==> src/rtl/fetch_responder.sv <==
// rtl/fetch_responder.sv - single-line instruction buffer between fetch and instruction memory
//
// Purpose:
//   Answers fetch's PC combinationally from a one-line instruction buffer.
//   A miss refills the whole line, word 0 upward, over a word-wide
//   request/acknowledge read port; stall_out is high until the line is valid.
//
// Ports:
//   clock          in   system clock
//   reset          in   asynchronous, active-low reset
//   pc_in          in   fetch PC; bits [1:0] are ignored
//   set_pc_in      in   fetch redirect, high in the cycle fetch loads a new PC
//   instr_out      out  instruction for pc_in (NOP_INSTR when stalled)
//   stall_out      out  high when instr_out is not valid
//   mem_req        out  memory read request, held until mem_ack
//   mem_addr       out  word-aligned read address, held until mem_ack
//   mem_ack        in   request accepted and mem_rdata valid this cycle
//   mem_rdata      in   read data
//   hit_count_out  out  (FETCH_RESPONDER_PERF_EN only) saturating hit counter
//   miss_count_out out  (FETCH_RESPONDER_PERF_EN only) saturating miss counter
//
// Build option:
//   FETCH_RESPONDER_PERF_EN adds the hit/miss performance counters.

module fetch_responder #(
  parameter int unsigned LINE_WORDS_LOG2 = 2,
  parameter logic [31:0] NOP_INSTR       = 32'h00000013
) (
  input  logic        clock,
  input  logic        reset,
  input  logic [31:0] pc_in,
  input  logic        set_pc_in,
  output logic [31:0] instr_out,
  output logic        stall_out,
  output logic        mem_req,
  output logic [31:0] mem_addr,
  input  logic        mem_ack,
  input  logic [31:0] mem_rdata
`ifdef FETCH_RESPONDER_PERF_EN
  ,
  output logic [31:0] hit_count_out,
  output logic [31:0] miss_count_out
`endif
);

  localparam int unsigned LINE_WORDS = 1 << LINE_WORDS_LOG2;
  localparam int unsigned TAG_W      = 32 - LINE_WORDS_LOG2 - 2;

  typedef enum logic [1:0] {
    ST_IDLE,
    ST_FILL,
    ST_DRAIN
  } state_t;

  state_t                           state_q, state_d;
  logic                             line_valid_q, line_valid_d;
  logic [LINE_WORDS_LOG2-1:0]       beat_q, beat_d;
  logic [TAG_W-1:0]                 line_tag_q, line_tag_d;
  logic [LINE_WORDS-1:0][31:0]      line_q, line_d;

  logic [TAG_W-1:0]                 pc_tag;
  logic [LINE_WORDS_LOG2-1:0]       pc_word;
  logic                             hit;
  logic                             last_beat;
  logic                             unused_pc_bits;

  assign pc_tag         = pc_in[31:LINE_WORDS_LOG2+2];
  assign pc_word        = pc_in[LINE_WORDS_LOG2+1:2];
  assign unused_pc_bits = &{1'b0, pc_in[1:0]};

  // Lookups only resolve in IDLE; during a fill the buffer is being rewritten.
  assign hit       = (state_q == ST_IDLE) && line_valid_q && (pc_tag == line_tag_q);
  assign last_beat = (beat_q == {LINE_WORDS_LOG2{1'b1}});

  // Fetch-facing outputs.
  assign instr_out = hit ? line_q[pc_word] : NOP_INSTR;
  assign stall_out = !hit;

  // The request is a pure function of the state register, so it stays stable
  // until acknowledged and falls the instant reset forces the state to IDLE.
  assign mem_req  = (state_q != ST_IDLE);
  assign mem_addr = mem_req ? {line_tag_q, beat_q, 2'b00} : 32'h0;

  always_comb begin
    state_d      = state_q;
    line_valid_d = line_valid_q;
    beat_d       = beat_q;
    line_tag_d   = line_tag_q;
    line_d       = line_q;

    case (state_q)
      ST_IDLE: begin
        // A redirect needs no handling here: the new PC is simply looked up.
        if (!hit) begin
          state_d      = ST_FILL;
          line_tag_d   = pc_tag;
          beat_d       = '0;
          line_valid_d = 1'b0;
        end
      end

      ST_FILL: begin
        if (mem_ack) begin
          if (last_beat) begin
            // Completing the line wins over a simultaneous redirect.
            line_d[beat_q] = mem_rdata;
            line_valid_d   = 1'b1;
            state_d        = ST_IDLE;
          end else if (set_pc_in) begin
            // Redirected mid-line: the partial line is useless, drop it.
            state_d = ST_IDLE;
          end else begin
            line_d[beat_q] = mem_rdata;
            beat_d         = beat_q + LINE_WORDS_LOG2'(1);
          end
        end else if (set_pc_in) begin
          // The request is already on the bus and cannot be withdrawn.
          state_d = ST_DRAIN;
        end
      end

      ST_DRAIN: begin
        if (mem_ack) begin
          state_d = ST_IDLE;
        end
      end

      default: begin
        state_d      = ST_IDLE;
        line_valid_d = 1'b0;
      end
    endcase
  end

  always_ff @(posedge clock or negedge reset) begin
    if (!reset) begin
      state_q      <= ST_IDLE;
      line_valid_q <= 1'b0;
      beat_q       <= '0;
      line_tag_q   <= '0;
      line_q       <= '0;
    end else begin
      state_q      <= state_d;
      line_valid_q <= line_valid_d;
      beat_q       <= beat_d;
      line_tag_q   <= line_tag_d;
      line_q       <= line_d;
    end
  end

`ifdef FETCH_RESPONDER_PERF_EN
  logic [31:0] hit_count_q, hit_count_d;
  logic [31:0] miss_count_q, miss_count_d;
  logic        miss_start;

  assign miss_start = (state_q == ST_IDLE) && !hit;

  always_comb begin
    hit_count_d  = hit_count_q;
    miss_count_d = miss_count_q;
    if (hit && !set_pc_in && (hit_count_q != 32'hFFFF_FFFF)) begin
      hit_count_d = hit_count_q + 32'd1;
    end
    if (miss_start && (miss_count_q != 32'hFFFF_FFFF)) begin
      miss_count_d = miss_count_q + 32'd1;
    end
  end

  always_ff @(posedge clock or negedge reset) begin
    if (!reset) begin
      hit_count_q  <= 32'h0;
      miss_count_q <= 32'h0;
    end else begin
      hit_count_q  <= hit_count_d;
      miss_count_q <= miss_count_d;
    end
  end

  assign hit_count_out  = hit_count_q;
  assign miss_count_out = miss_count_q;
`endif

endmodule

==> config.mk <==
export PLATFORM = sky130hd
export DESIGN_NAME = fetch_responder
export DESIGN_NICKNAME = d
export VERILOG_FILES = /design/src/rtl/fetch_responder.sv
export SDC_FILE = /design/constraint.sdc
export NUM_CORES = 1
export LEC_CHECK = 0
export CAP_MARGIN = 20
export CORE_MARGIN = 4
export CORE_UTILIZATION = 40
export DETAILED_ROUTE_END_ITERATION = 16
export REMOVE_ABC_BUFFERS = 1
export SETUP_SLACK_MARGIN = 0.3
export SYNTH_ARGS = -nofsm -noshare
export SYNTH_HDL_FRONTEND = slang
export SYNTH_SLANG_ARGS = --single-unit
==> constraint.sdc <==
create_clock -name clock -period 5.3 [get_ports clock]
set_input_delay 0.795 -clock clock [delete_from_list [all_inputs] [get_ports clock]]
set_output_delay 0.795 -clock clock [all_outputs]
set_load 0.03 [all_outputs]
==> run summary <==
STATUS
------------------------------------------------------------------------------------
Outcome                                                                 finished clean

SETUP PATH
------------------------------------------------------------------------------------
Worst setup path category                                                     in2out
Number of buffers and inverters on the critical path                               3
Capturing point of the worst reg2reg path                                 line_q[23]
FF-to-FF path depth                                                                5
Category of the worst setup path capture point                            output pin
Crit-path slowest cell                                                  clkdlybuf4s50_1
Most numerous cell on the critical path                                 clkdlybuf4s50_1
Crit start category                                                       input port
Worst-path fanout max                                                             33
Reg2Reg Launch Point                                                       beat_q[0]
Max incr delay on CP                                                          590 ps
Data required time of the critical path                                      4510 ps
Internal reg-to-reg setup slack                                              2900 ps
Critical path arrival                                                        3460 ps
Ordered list of cells on the worst path                                 clkdlybuf4s50_1 > xnor2_1 > nand4_1 > nor4_4 > buf_4 > nand2_1 > or2_1 > clkdlybuf4s50_1
Kind of cell with the highest combined delay on the critical path       buffers and inverters

SYNTHESIS
------------------------------------------------------------------------------------
Most common library cells after synthesis                               dfrtp_1, mux2_2, mux2_1
Commonest register cell after synthesis                                      dfrtp_1
Number of warning messages in the yosys log                                        0
Proportion of synthesized chip area in sequential cells                        52.5%
Area leader, netlist                                                         dfrtp_1
Avg Cell Area, Syn                                                          14.8 µm²
Most frequently used cell type in the post-synthesis netlist                 dfrtp_1
Largest cells by area after synthesis                                   dfrtp_1, mux2_2, mux4_2
#FFs+latches synth                                                               161
Unique cell type count in the Yosys netlist                                       32
Synth Instances                                                                  518
Syn Std Cell Area                                                           7670 µm²
Synth top area share                                                           52.5%
Post-synthesis async set-or-reset flop share                                    100%
Post-synth EDFFs                                                                   0

CLOCKING
------------------------------------------------------------------------------------
TritonCTS Buffers                                                                 17
Clock buffer depth                                                                 2
Count of H-tree levels built during CTS                                            4
Clock insertion delay at the later pin of the skew report                     430 ps
Worst-path clk slew                                                            70 ps
Setup fix buffers added after clock tree synthesis                                 0
Number of buffers inserted for hold repair after clock tree synthesis              0
Number of resized instances in the post-cts repair step                            0
TritonCTS clock tree                                                           built
Number of clock sinks                                                            161
Clk Tree Root Cell                                                         clkbuf_16

GRT
------------------------------------------------------------------------------------
Wire length of the first global-routing pass                                 29.3 mm
Congestion Overflow GR                                                             0
Largest net degree at the start of global routing                                 91
Vias in the first global route                                                  5426
Antenna violations before repair                                                   0
Overall global routing resource usage                                          17.4%

ROUTING
------------------------------------------------------------------------------------
Initial DRC Count                                                                135
Via density per instance                                                        5.24
Vias                                                                            4662
Total wire length after detailed routing                                     17.9 mm
WL/cell                                                                      20.1 µm
1st-pass router iterations                                                         6
DRC violations left                                                                0
Routed Antenna Nets                                                                0

HOLD PATH
------------------------------------------------------------------------------------
Path category of the worst min-delay check                                  in2async

FINAL LAYOUT
------------------------------------------------------------------------------------
Area added between synthesis and finish                                        27.7%
Final core utilization                                                         52.2%
Post-route insts no fill                                                         890
Count of fill cells added during filler insertion                               1570
Final nets                                                                       715
Diodes inserted                                                                    0
Final cell area excluding filler cells                                      9800 µm²
Share of final-layout standard cells stronger than drive strength 1            28.5%

STA
------------------------------------------------------------------------------------
Worst Max-Slew Pin Slew                                                      1020 ps
Clock tree skew after final layout                                           10.1 ps
Slew HR                                                                        32.0%
Setup TNS                                                                       0 ps
Final count of negative-setup-slack endpoints                                      0
Setup repair after global routing missed its margin                            false
Final period demand of the worst path                                        4250 ps
Maximum achievable frequency                                                 235 MHz
Ratio of final minimum period to clock period                                  80.2%
Final Max Tran Viols                                                               0
Final hold viol count                                                              0

FLOORPLANNING
------------------------------------------------------------------------------------
Die Y-Extent                                                                  147 µm
Floorplan Core Area                                                        18800 µm²
Boundary Pins                                                                    134
Die Area                                                                   21500 µm²
Initial core utilization                                                       40.9%
Horizontal extent of the die                                                  147 µm
Core Rows                                                                         50

PLACE
------------------------------------------------------------------------------------
Number of placed instances, taps included                                        858
Number of buffer cells added on primary ports                                    129
Detailed-placement wirelength estimate                                       11.2 mm
Final weighted congestion in routability-driven placement                      0.794
Post-placement cell area                                                    9190 µm²

POWER
------------------------------------------------------------------------------------
Power density relative to cell area                                       530 nW/µm²
PnR Total Power                                                            0.00520 W
Worst VDD drop                                                              0.241 mV
Share of power burned in combinational logic                                   36.1%
Switching fraction of total power                                              32.3%
Net switching component of the power                                       0.00168 W
Part of the power in registers                                                 39.8%
Clock power frac                                                               24.1%
Internal power component                                                   0.00352 W
Standby leakage power                                                        4.41 nW

JOB
------------------------------------------------------------------------------------
Number of maximum-capacitance constraint violations                                0

[placed cells by master (no fill, tap or decap), types with 2 or more instances in the layout]
cell and count:
a21oi_1 5, and2_1 28, and3_1 30, buf_2 2, buf_4 7, clkbuf_16 17
clkdlybuf4s50_1 126, clkinv_4 2, clkinv_8 3, conb_1 2, dfrtp_1 161, ha_1 4
inv_1 4, inv_6 3, inv_8 5, mux2_1 51, mux2_2 85, mux2_4 20
mux4_2 32, nand2_1 2, nand2_2 3, nand3_1 2, nand4_1 6, nor2_1 8
nor4_4 2, o22ai_1 2, or2_1 3, xnor2_1 28
[worst max-delay path by stage]
stage,startpoint,endpoint,slack (ps),depth (start not counted)
after floorplan,pc_in[6],instr_out[0],1800,5
after global routing,pc_in[19],instr_out[1],870,8
after detailed placement,pc_in[22],instr_out[4],980,8
after CTS,pc_in[22],instr_out[4],990,8
after global placement,pc_in[19],instr_out[4],1010,8
final,pc_in[11],instr_out[4],1050,8
[layout make-up]
| cell class | instances | area, µm² | share of cell area, % |
|---|---|---|---|
| tap | 234 | 293 | 2.99 |
| timing repair buffer | 137 | 1360 | 13.8 |
| multi-input combinational | 322 | 3500 | 35.7 |
| inverter | 4 | 15.0 | 0.153 |
| clock inverter | 15 | 186 | 1.90 |
| sequential | 161 | 4030 | 41.1 |
| clock buffer | 17 | 425 | 4.34 |
[sequential cells by signal, indices dropped and copies added (netlist names)]
name / flops
line_q: 128
line_tag_q: 28
beat_q: 2
state_q: 2
line_valid_q: 1
[cells by family after synthesis]
family / count (synthesis) / synth area share, %
flip-flops: 161 / 52.5
multiplexers: 188 / 33.3
XOR/XNOR: 28 / 3.20
buffers and inverters: 36 / 2.25
other: 1 / 0.0489
adder cells (fa/ha/maj): 4 / 0.652
AND/OR/NAND/NOR: 88 / 7.08
AO/OA/AOI/OAI: 12 / 1.01
[routing by layer]
layer	track usage, %	wire length (µm)	vias to the layer above
met1	21.4	7950	2397
met2	30.2	8840	114
met4	3.95	169	0
met3	5.28	966	15
met5	0	0	-
li1	-	-	2136
[worst register-to-register path: stages, from the launching register on]
cell and delay, ps:
dfrtp_1 430, ha_1 290, nand2b_1 160, and3_1 210, nand2_2 760, mux2_2 440
[power by group through the flow]
| stage | sequential, W | clock (W) | combinational, W |
|---|---|---|---|
| finish | 0.00207 | 0.00125 | 0.00188 |
| global route | 0.00214 | 0.00134 | 0.00203 |
| CTS | 0.00207 | 0.00129 | 0.00190 |
| detailed placement | 0.00209 | 0 | 0.00190 |
| global placement | 0.00204 | 0 | 0.00184 |
| floorplan | 0.00199 | 0 | 0.00136 |
[stage by stage]
step / worst slack (ps) / hold slack (ps)
6_report: 1050 / 452
3_3_place_gp: 1010 / 468
3_5_place_dp: 984 / 479
2_1_floorplan: 1800 / 459
4_1_cts: 986 / 482
5_1_grt: 871 / 509
Note: power is estimated with default switching activity, not from simulation.
